===== src/rtl/bram_rd_pkg.sv =====
// Shared types and sizing for the BRAM burst reader: controller states,
// output FIFO entry layout and FIFO depth derived from the RAM read latency.
package bram_rd_pkg;

    localparam int DATA_W = 32;

    typedef enum logic [1:0] {
        IDLE,
        RUN,
        DRAIN,
        DONE
    } state_e;

    typedef struct packed {
        logic              last;
        logic [DATA_W-1:0] data;
    } fifo_entry_t;

    // Room for every read still in the RAM pipeline plus headroom so a stream
    // with the consumer always ready never runs out of issue credit.
    function automatic int fifoDepth(input int readLatency);
        return readLatency + 2;
    endfunction

endpackage


===== src/rtl/bram_rd_fifo.sv =====
// Small synchronous FIFO with a registered head word; the head register is
// refreshed on every edge so a push into an empty FIFO is visible next cycle.
module bram_rd_fifo #(
    parameter int  WIDTH = 33,
    parameter int  DEPTH = 3,
    localparam int CW    = $clog2(DEPTH + 1)
) (
    input  logic             clk,
    input  logic             rst,
    input  logic             push_i,
    input  logic [WIDTH-1:0] wdata_i,
    input  logic             pop_i,
    output logic [WIDTH-1:0] head_o,
    output logic [CW-1:0]    count_o,
    output logic             full_o,
    output logic             empty_o
);

    localparam int PW = (DEPTH > 1) ? $clog2(DEPTH) : 1;

    logic [WIDTH-1:0] mem_q [DEPTH];
    logic [PW-1:0]    rdPtr_q, rdPtr_d, wrPtr_q, wrPtr_d;
    logic [CW-1:0]    count_q, count_d;
    logic [WIDTH-1:0] head_q, head_d;
    logic             popEn;

    function automatic logic [PW-1:0] nextPtr(input logic [PW-1:0] p);
        return (p == PW'(DEPTH - 1)) ? '0 : p + 1'b1;
    endfunction

    assign popEn   = pop_i && !empty_o;
    assign full_o  = (count_q == CW'(DEPTH));
    assign empty_o = (count_q == '0);
    assign count_o = count_q;
    assign head_o  = head_q;

    // The new head is the word being written when it lands in the slot the
    // read pointer is about to point at; otherwise it is already in storage.
    always_comb begin
        rdPtr_d = popEn ? nextPtr(rdPtr_q) : rdPtr_q;
        wrPtr_d = push_i ? nextPtr(wrPtr_q) : wrPtr_q;
        count_d = count_q;
        if (push_i && !popEn) begin
            count_d = count_q + 1'b1;
        end else if (!push_i && popEn) begin
            count_d = count_q - 1'b1;
        end
        head_d = (push_i && (wrPtr_q == rdPtr_d)) ? wdata_i : mem_q[rdPtr_d];
    end

    always_ff @(posedge clk or posedge rst) begin
        if (rst) begin
            rdPtr_q <= '0;
            wrPtr_q <= '0;
            count_q <= '0;
            head_q  <= '0;
        end else begin
            rdPtr_q <= rdPtr_d;
            wrPtr_q <= wrPtr_d;
            count_q <= count_d;
            head_q  <= head_d;
        end
    end

    always_ff @(posedge clk) begin
        if (push_i) begin
            mem_q[wrPtr_q] <= wdata_i;
        end
    end

    noOverflow: assert property (@(posedge clk) disable iff (rst) !(push_i && full_o));

endmodule


===== src/rtl/bram_burst_reader.sv =====
// Burst read master for one BRAM read port: issues addresses only while the
// output FIFO has credit, so an unstallable RAM never loses a word.
module bram_burst_reader
    import bram_rd_pkg::*;
#(
    parameter int  RAM_WIDTH    = DATA_W,
    parameter int  RAM_DEPTH    = 1024,
    parameter int  READ_LATENCY = 1,
    localparam int AW           = $clog2(RAM_DEPTH)
) (
    input  logic                 clk,
    input  logic                 rst,
    input  logic                 cmd_valid,
    output logic                 cmd_ready,
    input  logic [AW-1:0]        cmd_addr,
    input  logic [AW:0]          cmd_len,
    output logic [AW-1:0]        ram_addr,
    input  logic [RAM_WIDTH-1:0] ram_dout,
    output logic                 m_valid,
    input  logic                 m_ready,
    output logic [RAM_WIDTH-1:0] m_data,
    output logic                 m_last,
    output logic                 busy,
    output logic                 done
);

    localparam int FIFO_DEPTH = fifoDepth(READ_LATENCY);
    localparam int CW         = $clog2(FIFO_DEPTH + 1);

    state_e                  state_q, state_d;
    logic [AW-1:0]           addr_q, addr_d, addrInc;
    logic [AW:0]             remain_q, remain_d;
    logic [READ_LATENCY-1:0] validPipe_q, lastPipe_q;
    logic [CW-1:0]           fifoCount;
    logic                    fifoFull, fifoEmpty;
    int                      inflightCount;
    logic                    credit, issue, pop;
    fifo_entry_t             pushEntry, headEntry;

    assign inflightCount = $countones(validPipe_q);
    assign credit        = !fifoFull && ((int'(fifoCount) + inflightCount) < FIFO_DEPTH);
    assign issue         = (state_q == RUN) && credit;
    assign pop           = m_valid && m_ready;
    assign addrInc       = (addr_q == AW'(RAM_DEPTH - 1)) ? '0 : addr_q + 1'b1;

    always_comb begin
        state_d  = state_q;
        addr_d   = addr_q;
        remain_d = remain_q;
        case (state_q)
            IDLE: begin
                if (cmd_valid) begin
                    addr_d   = cmd_addr;
                    remain_d = cmd_len;
                    state_d  = (cmd_len == '0) ? DONE : RUN;
                end
            end
            RUN: begin
                if (issue) begin
                    addr_d   = addrInc;
                    remain_d = remain_q - 1'b1;
                    if (remain_q == (AW + 1)'(1)) begin
                        state_d = DRAIN;
                    end
                end
            end
            // Handing off the tagged last beat means nothing is left in flight.
            DRAIN: begin
                if (pop && headEntry.last) begin
                    state_d = DONE;
                end
            end
            DONE:    state_d = IDLE;
            default: state_d = IDLE;
        endcase
    end

    always_ff @(posedge clk or posedge rst) begin
        if (rst) begin
            state_q  <= IDLE;
            addr_q   <= '0;
            remain_q <= '0;
        end else begin
            state_q  <= state_d;
            addr_q   <= addr_d;
            remain_q <= remain_d;
        end
    end

    // Tracks each issued read through the RAM so its data is captured exactly
    // when it appears on ram_dout.
    always_ff @(posedge clk or posedge rst) begin
        if (rst) begin
            validPipe_q <= '0;
            lastPipe_q  <= '0;
        end else begin
            validPipe_q[0] <= issue;
            lastPipe_q[0]  <= (remain_q == (AW + 1)'(1));
            for (int i = 1; i < READ_LATENCY; i++) begin
                validPipe_q[i] <= validPipe_q[i-1];
                lastPipe_q[i]  <= lastPipe_q[i-1];
            end
        end
    end

    always_comb begin
        pushEntry      = '0;
        pushEntry.last = lastPipe_q[READ_LATENCY-1];
        pushEntry.data = ram_dout;
    end

    bram_rd_fifo #(
        .WIDTH ($bits(fifo_entry_t)),
        .DEPTH (FIFO_DEPTH)
    ) u_fifo (
        .clk     (clk),
        .rst     (rst),
        .push_i  (validPipe_q[READ_LATENCY-1]),
        .wdata_i (pushEntry),
        .pop_i   (pop),
        .head_o  (headEntry),
        .count_o (fifoCount),
        .full_o  (fifoFull),
        .empty_o (fifoEmpty)
    );

    assign ram_addr  = addr_q;
    assign m_valid   = !fifoEmpty;
    assign m_data    = headEntry.data;
    assign m_last    = headEntry.last;
    assign cmd_ready = (state_q == IDLE);
    assign busy      = (state_q != IDLE);
    assign done      = (state_q == DONE);

endmodule


===== config.mk =====
export PLATFORM = sky130hd
export DESIGN_NAME = bram_burst_reader
export DESIGN_NICKNAME = d
export VERILOG_FILES = /design/src/rtl/bram_rd_pkg.sv /design/src/rtl/bram_rd_fifo.sv /design/src/rtl/bram_burst_reader.sv
export SDC_FILE = /design/constraint.sdc
export NUM_CORES = 1
export LEC_CHECK = 0
export ABC_AREA = 1
export BUFFER_PORTS_ARGS = -buffer_cell sky130_fd_sc_hd__buf_2
export CAP_MARGIN = 40
export CORE_MARGIN = 2
export CORE_UTILIZATION = 45
export DETAILED_ROUTE_END_ITERATION = 8
export PLACE_DENSITY = 0.65
export SYNTH_ARGS = -nofsm -noshare
export SYNTH_HDL_FRONTEND = slang
export SYNTH_SLANG_ARGS = --single-unit

===== constraint.sdc =====
create_clock -name clk -period 4.9 [get_ports clk]
set_input_delay 0.735 -clock clk [delete_from_list [all_inputs] [get_ports clk]]
set_output_delay 0.735 -clock clk [all_outputs]
set_load 0.005 [all_outputs]

==> impl_metrics.csv <==
group,metric,value,unit
grt,overflow,0,
power,finalPower,0.00558,W
grt,grt_max_degree,36,
sta,maxSlewViolCount,0,
clock_tree,cts_hold_buf,0,
clock_tree,htreeDepth,4,
final_layout,area_delta_synth_final,17.5,%
worst_setup_path,reg2reg_depth,8,
sta,max_freq,307,MHz
power,p_per_area,636,nW/um^2
placed_design,place_hpwl,10.3,mm
worst_setup_path,critPathRequiredTime,5.21,ns
outcome,status,"finished clean",
sta,finalCritPeriodShare,66.6,%
sta,hold_violations,0,
grt,grt_pass1_vias,5309,
clock_tree,clock_latency,0.43,ns
clock_tree,post-cts-setup-buffers,0,
sta,max_slew_margin,42.2,%
worst_setup_path,start_kind,"register",
yosys,syn_nets,858,
sta,finalSetupTns,0,ns
yosys,synth_sequential_area_ratio,61.2,%
worst_setup_path,r2r_setup_slack,1.64,ns
worst_setup_path,crit_type,"reg2reg",
hold_path,min_path_type,"in2async",
worst_setup_path,worstPathArrival,3.57,ns
floorplan,dieArea,17600,sq um
floorplan,core_area,16400,sq um
routing,first_pass_iters,5,
routing,vias_per_cell,5.01,
floorplan,ioPinCount,104,
sta,tightest_slew,0.863,ns
grt,grt_pass1_wl,26.7,mm
clock_tree,clockRootBuffer,"clkbuf_16",
clock_tree,cts_tree,"yes",
yosys,postSynthCellCount,790,
yosys,ys_types,27,
grt,grt_use_total,19.4,%
clock_tree,clk_path_buf_depth,2,
routing,wire_per_inst,14.8,microns
clock_tree,path_clk_slew,0.06,ns
floorplan,fp.dieH,133,microns
yosys,mappedNetlistArea,7470,sq um
placed_design,gp_congestion,0.775,
routing,drc,0,
routing,postRouteAntennaNets,0,
grt,antenna_found_initial,1,
sta,setup_viol,0,
clock_tree,cts.sink_count,163,
worst_setup_path,critPathMaxFanout,35,
final_layout,nets,952,
routing,vias,5600,
clock_tree,cts-resized-gates,0,
clock_tree,cts_buffers,17,
routing,wl,16.5,mm
yosys,synth.yosys.warnings,0,
sta,rsz0062_at_grt,"false",
routing,drt_iter0_markers,475,
yosys,synth-seq-cells,163,
run,maxCapViolCount,0,
floorplan,start_util,45.5,%
final_layout,fillers,1473,
worst_setup_path,reg2reg_from,"u_fifo.rdPtr_q[0]",
placed_design,placement.io_buffers,103,
final_layout,layout-drive-gt1-share,17.7,%
power,leakage,4.16,nW
worst_setup_path,endpoint_kind,"register",
worst_setup_path,reg2reg_to,"u_fifo.head_o[32]",
yosys,syn_area_per_cell,9.45,sq um
sta,fin_skew,0.00848,ns
floorplan,num_rows,47,
sta,period_needed,3.26,ns
power,irDropWorstVdd,0.390,mV
floorplan,die_w,133,microns
==> how the worst max path moves through the flow <==
| stage | start | to | slack [ns] | cells after the start |
|---|---|---|---|---|
| finish | u_fifo.rdPtr_q[0] | u_fifo.head_o[32] | 1.64 | 8 |
| global route | u_fifo.rdPtr_q[0] | u_fifo.head_o[32] | 1.40 | 8 |
| CTS | u_fifo.rdPtr_q[0] | u_fifo.head_o[32] | 1.63 | 8 |
| detailed placement | m_ready | u_fifo.head_o[27] | 1.41 | 8 |
| global placement | m_ready | u_fifo.head_o[20] | 1.48 | 8 |
| floorplan | validPipe_q | u_fifo.mem_q[2][0] | 1.33 | 3 |
==> layout make-up <==
type	count	area, sq um	area share, %
Sequential cell	163	4570	52.1
Multi-Input combinational cell	485	2340	26.6
Timing Repair Buffer	112	594	6.77
Clock buffer	20	447	5.09
Inverter	105	394	4.49
Tap cell	220	275	3.14
Clock inverter	11	150	1.71
Antenna cell	1	2.50	0.0285
==> worst max-delay path: stages, from the launching register on <==
cell     delay, ns
dfrtp_1       0.43
nor2_1        0.20
nand3_4       0.40
nand2_4       0.52
nand2_1       0.12
nand2_2       0.58
nand3_4       0.57
nand2_1       0.23
nand2_1       0.08
==> per-layer routing <==
metal	global-route usage (%)	vias to the layer above	routed length [microns]
met2	32.0	183	7940
met5	0	-	0
met3	4.79	21	1050
li1	-	2780	-
met4	6.99	0	284
met1	24.9	2616	7280
==> sequential cells by signal (all words and copies together), names as in the netlist, 2 cells and up <==
register        cells
ram_addr           10
u_fifo.count_o      2
u_fifo.rdPtr_q      2
state_q             2
u_fifo.head_o      33
remain_q           11
u_fifo.wrPtr_q      2
u_fifo.mem_q       99
==> synth_stat cells <==
| cell | count | share of area (%) |
|---|---|---|
| nand3_1 | 91 | 6.1 |
| xor2_1 | 6 | 0.70 |
| buf_4 | 4 | 0.40 |
| nand4_1 | 35 | 2.9 |
| o21a_1 | 1 | 0.10 |
| inv_1 | 102 | 5.1 |
| o21bai_1 | 2 | 0.20 |
| or2_2 | 2 | 0.17 |
| ha_1 | 11 | 1.8 |
| edfxtp_1 | 99 | 40 |
| inv_2 | 3 | 0.15 |
| nor4_1 | 1 | 0.084 |
| buf_1 | 3 | 0.15 |
| nor2_1 | 32 | 1.6 |
| xnor2_1 | 1 | 0.12 |
| dfrtp_1 | 64 | 21 |
| clkbuf_1 | 10 | 0.50 |
| nand2_4 | 4 | 0.60 |
| nand2_2 | 3 | 0.25 |
| nand3b_1 | 1 | 0.10 |
| nand3_4 | 2 | 0.47 |
| a21oi_1 | 24 | 1.6 |
| o21ai_0 | 24 | 1.6 |
| buf_2 | 20 | 1.3 |
| nor3_1 | 4 | 0.27 |
| nand2_1 | 237 | 12 |
| a21boi_0 | 4 | 0.40 |
==> power breakdown <==
part | internal [W] | total, W | switching, W
clock network | 0.000815 | 0.00135 | 0.000535
registers | 0.00185 | 0.00206 | 0.000208
logic | 0.000713 | 0.00217 | 0.00146
==> cell usage in the layout (no fill, tap or decap), types with 2 or more instances in the layout <==
cell	count
o21ai_0	24
o21bai_1	2
ha_1	11
nand3_1	91
inv_2	4
inv_6	3
edfxtp_1	99
clkbuf_1	2
xor2_1	6
buf_4	7
nand2_2	3
a21oi_1	24
nor2_1	32
clkinv_2	2
bufinv_16	3
clkinvlp_4	2
nand4_1	35
inv_1	101
buf_2	103
dfrtp_1	64
nand2_1	237
clkbuf_16	17
nor3_2	3
a21boi_0	4
or2_2	2
nand3_4	2
nand2_4	4
==> through the flow <==
stage / utilization [%] / std cells / instance area [sq um] / setup WS [ns] / hold slack (ns)
4_1_cts: 53.5 / 1116 / 8770 / 1.63 / 0.449
5_1_grt: 53.5 / 1117 / 8770 / 1.40 / 0.483
3_5_place_dp: 49.8 / 1085 / 8170 / 1.41 / 0.489
3_3_place_gp: 49.7 / 1083 / 8150 / 1.48 / 0.493
2_1_floorplan: - / 790 / 7470 / 1.33 / 0.459
6_report: 53.5 / 1117 / 8770 / 1.64 / 0.417
==> kinds of logic after synthesis <==
| group | after synthesis | share of synthesized area (%) |
|---|---|---|
| and+or+nand+nor | 412 | 24.5 |
| DFF | 163 | 61.2 |
| buffers and inverters | 142 | 7.67 |
| AOI/OAI and AO/OA | 55 | 3.92 |
| adders and majority gates | 11 | 1.84 |
| xor gates and xnor gates | 7 | 0.821 |
Note: power is estimated with default switching activity, not from simulation.
